## src/rtl/mac_accumulator.sv

```systemverilog
// Signed 16x16 multiply-accumulate into a 40-bit sum, presented with a one-cycle
// done strobe as the input word and enable of the downstream 40-to-16-bit shifter.
module mac_accumulator #(
    parameter int N_W = 8,
    parameter bit ABS = 1'b1
) (
    input  logic               ck,
    input  logic               rst,
    input  logic               start,
    input  logic [N_W-1:0]     len,
    input  logic signed [15:0] a,
    input  logic signed [15:0] b,
    input  logic               in_valid,
    output logic               in_ready,
    output logic               busy,
    output logic [39:0]        out,
    output logic               done
);

    typedef enum logic [1:0] {
        IDLE,
        RUN,
        FLUSH,
        DONE
    } state_t;

    state_t             state;
    state_t             next_state;
    logic [N_W-1:0]     count;
    logic signed [31:0] prod;
    logic               prod_v;
    logic signed [39:0] acc;
    logic [39:0]        mag;
    logic               accept;
    logic               start_run;

    always_ff @(posedge ck) begin
        if (rst) state <= IDLE;
        else     state <= next_state;
    end

    always_comb begin
        next_state = state;
        in_ready   = 1'b0;
        busy       = 1'b1;
        case (state)
            IDLE: begin
                busy = 1'b0;
                if (start) next_state = (len != '0) ? RUN : DONE;
            end
            RUN: begin
                in_ready = 1'b1;
                if (in_valid && count == N_W'(1)) next_state = FLUSH;
            end
            FLUSH:   next_state = DONE;
            DONE:    next_state = IDLE;
            default: next_state = IDLE;
        endcase
    end

    assign accept    = in_valid && in_ready;
    assign start_run = (state == IDLE) && start;

    // Negating the most negative 40-bit value cannot occur: legal sums stay below 2^39.
    assign mag = acc[39] ? 40'(-acc) : 40'(acc);

    always_ff @(posedge ck) begin
        if (rst) begin
            count  <= '0;
            prod   <= '0;
            prod_v <= 1'b0;
            acc    <= '0;
            out    <= '0;
            done   <= 1'b0;
        end else begin
            prod_v <= accept;
            if (accept) prod <= a * b;

            if (start_run)   count <= len;
            else if (accept) count <= count - N_W'(1);

            if (start_run)   acc <= '0;
            else if (prod_v) acc <= acc + {{8{prod[31]}}, prod};

            done <= (state == DONE);
            if (state == DONE) out <= ABS ? mag : acc;
        end
    end

endmodule

```

## config.mk

```make
export PLATFORM = sky130hd
export DESIGN_NAME = mac_accumulator
export DESIGN_NICKNAME = d
export VERILOG_FILES = /design/src/rtl/mac_accumulator.sv
export SDC_FILE = /design/constraint.sdc
export NUM_CORES = 1
export LEC_CHECK = 0
export CAP_MARGIN = 40
export CELL_PAD_IN_SITES_DETAIL_PLACEMENT = 0
export CELL_PAD_IN_SITES_GLOBAL_PLACEMENT = 1
export CORE_UTILIZATION = 48
export DETAILED_ROUTE_END_ITERATION = 7
export GPL_ROUTABILITY_DRIVEN = 0
export PLACE_DENSITY = 0.84
export SLEW_MARGIN = 15
export SYNTH_ARGS = -nofsm -noshare
export SYNTH_HDL_FRONTEND = slang
export SYNTH_SLANG_ARGS = --single-unit
```

## constraint.sdc

```tcl
create_clock -name ck -period 9.3 [get_ports ck]
set_clock_uncertainty 0.15 [all_clocks]
set_input_delay 0.93 -clock ck [delete_from_list [all_inputs] [get_ports ck]]
set_output_delay 0.93 -clock ck [all_outputs]
set_load 0.01 [all_outputs]
```

# After elaboration in Yosys (flattened, before gate mapping)

Cells that the tools add are included.

Register bits after elaboration: 124
Latch bits: 0
Bits in writable memories: 0
Bits in read-only memories: 0
Output and inout port bits: 43
Memories: 0

Add/subtract/negate cells: 3
$mul: 1
Div/mod/pow operators: 0
Magnitude comparators: 0
Eq/ne operators: 6
Shift-type cells: 0
Multiplexer cells: 9
Bitwise logic cells: 0
Reduce and logical (&&, ||, !) cells: 8

Operators with widths:

| operator              | number |
|---|---|
| $add A40 B40 Y40      | 1 |
| $mux W40              | 1 |
| $neg A40 Y40          | 1 |
| $mul A16 B16 Y32      | 1 |
| $mux W8               | 2 |
| $eq A8 B1 Y1 const B  | 1 |
| $pmux W2 S4           | 1 |
| $reduce_bool A8 Y1    | 1 |
| $sub A8 B1 Y8 const B | 1 |
| $mux W2               | 3 |
| $eq A2 B2 Y1 const B  | 2 |
| $ne A2 B2 Y1 const B  | 2 |
| $logic_and A1 B1 Y1   | 3 |
| $eq A2 B1 Y1 const B  | 1 |
| $logic_not A2 Y1      | 1 |
| $mux W1               | 2 |
| $reduce_and A2 Y1     | 1 |
| $reduce_bool A2 Y1    | 1 |
| $reduce_or A2 Y1      | 1 |

# Depth between registers and ports, before layout

Depth after elaboration: 5
Mapped depth: 24
Mapped depth without buffers: 23

# Least setup slack after synthesis

Ideal clock, no wire load.

Path kind: input -> register
From: in b[1]
To: reg prod[29]
Library setup time: 106 ps
Arrival time: 6510 ps
Setup slack: 2534 ps
Cell stages on the path: 21
Path buffers: 1
Cells stage by stage: clkbuf_1 -> nand2_1 -> inv_1 -> fa_1 -> fa_1 -> fa_1 -> fa_1 -> fa_1 -> inv_1 -> fa_1 -> inv_1 -> ha_1 -> a21o_1 -> a21o_1 -> a21o_1 -> nor3_1 -> nor2_1 -> a31oi_1 -> nor2b_1 -> o21a_1 -> o311ai_0

Word-level cells in the longest chain between the ends: 1

Ends and longest elaborated chain:

| item                 | RTL line | source |
|---|---|---|
| from (decl)          | 12       | `input logic signed [15:0] b,` |
| $mul A16 B16 Y32     | 77       | `if (accept) prod <= a * b;` |
| to (signal assigned) | 77       |  |
| to (decl)            | 30       | `logic signed [31:0] prod;` |

Every way passes these cells.
A chain may end at the register's enable or synchronous reset.

# Worst setup path in the final report

Same ends and word-level chain as after synthesis.

==> flow_summary.json <==
{
  "status": "finished clean",
  "vias_per_cell": 5.34,
  "root_buffer": "clkbuf_16",
  "yosys.area.top_type_share": 0.304,
  "syn_area_mm2": 0.0173,
  "multi_input_area_mm2": 0.0133,
  "path_max_fanout": 16,
  "dominantRegCellSynth": "dfxtp_1",
  "synth.avg_cell_area_um2": 8.62,
  "drv_slew": 0,
  "period_needed_ns": 7.65,
  "cts_sinks": 124,
  "synth_cell_type_count": 64,
  "die_y_um": 192,
  "synth_edf_count": 0,
  "clk_pin_slew_ns": 0.06,
  "post-route-period-util": 0.822,
  "synth_cells": 2008,
  "num_vias": 13400,
  "critPathKind": "primary input to register",
  "instances_no_fill": 2517,
  "regArea_mm2": 0.00248,
  "fmax_mhz": 131,
  "startpoint": "b[1]",
  "cts.repair.resized": 0,
  "gr-total-overflow": 0,
  "arrival_ns": 7.79,
  "post_cts_buffers": 0,
  "numCtsBuffers": 17,
  "power.total_mw": 7.67,
  "ys_ff_latch": 124,
  "rsz0062_at_grt": "no",
  "timing.slew.headroom": 0.516,
  "totalWireLength_mm": 39.4,
  "clk_latency_ns": 0.42,
  "die_w_um": 192,
  "routedWlPerCell_um": 15.6,
  "synth_top_cell_by_area": "fa_1",
  "min_from": "prod[2]$_SDFFE_PP0P_",
  "layout_common_cells": "inv_1 (332), fa_1 (263), nand2_1 (204)",
  "setup_viol": 0,
  "placed_cells": 2485,
  "worstPathRequired_ns": 9.44,
  "ys_top_cells_by_area": "fa_1 (30%), dfxtp_1 (14%), ha_1 (9.3%), inv_1 (7.2%), and2_1 (4.8%)",
  "cts_tree": "done",
  "die_area_mm2": 0.0368,
  "drc": 0,
  "yosysSeqAreaShare": 0.143,
  "r2r-start": "acc[0]$_SDFFE_PP0P_",
  "start_kind": "primary input",
  "grt_usage": 0.228,
  "portBuffers": 86,
  "layout-drive-gt1-share": 0.0311,
  "nFillCells": 3298,
  "final_nets": 2479,
  "rows": 69,
  "synth_nets": 2444,
  "synth-async-reset-ratio": 0,
  "io_pins": 87,
  "regToRegSetupSlack_ns": 5.72,
  "drt_iter0_markers": 658,
  "grt_max_degree": 80,
  "leakage_nw": 8.91,
  "final_common_cell": "inv_1",
  "start_util": 0.487,
  "max-vdd-ir-drop_uv": 374,
  "drt-pass1-iter-count": 5,
  "finalHoldViolCount": 0,
  "worstHoldPathType": "register to register",
  "tns_ns": 0,
  "final_antenna_net_count": 0,
  "cts_hold_buf": 0,
  "areaGrowthSynthToFinish_pct": 10.6,
  "cts.htree.levels": 4,
  "grt_pass1_vias": 13800,
  "diodes": 0,
  "antenna_found_initial": 0,
  "grt_pass1_wl_mm": 67.9,
  "power.density_mw_per_mm2": 401,
  "yosys_warnings": 0,
  "critPathCaptureType": "register",
  "worst_slew_pin_slew_ns": 0.726,
  "hpwl_mm": 32.2,
  "core_mm2": 0.0356,
  "clk_path_buf_depth": 2,
  "maxCapViolCount": 0
}
layout make-up:
cell class / count / share of cell area
clock inverters: 13 / 0.00856
flip-flops and latches: 124 / 0.130
well taps: 461 / 0.0301
multi-input cells: 1470 / 0.693
repair buffers: 96 / 0.0496
inverters: 334 / 0.0655
clock buffers: 19 / 0.0231
worst max-delay path, cell delays in order:
cell             delay (ns)
clkdlybuf4s50_1        0.88
nand2_1                0.21
inv_1                  0.17
fa_1                   0.52
fa_1                   0.80
fa_1                   0.51
fa_1                   0.48
fa_1                   0.55
inv_1                  0.06
fa_1                   0.54
inv_1                  0.04
ha_1                   0.35
a21o_1                 0.21
a21o_1                 0.18
a21o_1                 0.19
nor2_1                 0.08
o211ai_1               0.09
a31oi_1                0.30
nor2b_1                0.13
o21a_1                 0.19
o311ai_0               0.39
final timing paths:
path	end	cells after the start
worst min register to register	prod[2]$_SDFFE_PP0P_	2
worst max register to register	acc[36]$_SDFFE_PP0P_	13
worst max-delay path	prod[29]$_SDFFE_PP0P_	21
worst min-delay path	prod[2]$_SDFFE_PP0P_	2
cell usage after synthesis (all sizes together), types with 16 or more instances:
master  number
a211oi      54
a21o        40
a21oi       81
and2       133
clkbuf      75
dfxtp      124
fa         263
ha         129
inv        332
mux2i       24
nand2      204
nand3       31
nor2       135
nor3        19
o21a        18
o21ai       57
or3         16
xnor2       43
xor2        52
state kept, by name (all words and copies together) (netlist names):
signal and cells:
acc 40, count 8, done 1, out 40
prod 32, prod_v 1, state 2
routing by layer:
| metal | track usage | routed length [µm] | vias up |
|---|---|---|---|
| li1 | - | - | 6570 |
| met1 | 0.310 | 19100 | 6518 |
| met2 | 0.380 | 18000 | 288 |
| met3 | 0.0309 | 1650 | 56 |
| met4 | 0.0592 | 685 | 0 |
| met5 | 0 | 0 | - |
power breakdown:
group	internal [mW]	leakage (nW)	switching, mW
Sequential	0.614	1.01	0.0599
Clock	0.430	0.294	0.251
Combinational	2.78	7.61	3.54
Total	3.82	8.91	3.85
stage by stage:
step	hold WS, ns	setup WS, ns	instance area (µm²)	utilization
2_1_floorplan	0.282	2.53	17300	-
3_3_place_gp	0.306	1.56	18500	0.520
3_5_place_dp	0.307	1.30	18500	0.521
4_1_cts	0.316	1.74	19200	0.539
5_1_grt	0.330	1.34	19200	0.539
6_report	0.316	1.65	19200	0.539
cell families (layout without fill, tap and decap cells):
logic type / count (synthesis) / in the layout / synth area share
multiplexers: 24 / 24 / 0.0139
AO/OA/AOI/OAI: 341 / 341 / 0.132
adder cells (fa/ha/maj): 392 / 392 / 0.397
XOR/XNOR: 95 / 95 / 0.0480
AND/OR/NAND/NOR: 618 / 618 / 0.175
buffers and inverters: 414 / 462 / 0.0897
flip-flops: 124 / 124 / 0.143
No activity file was read; power rests on OpenSTA's default activity.
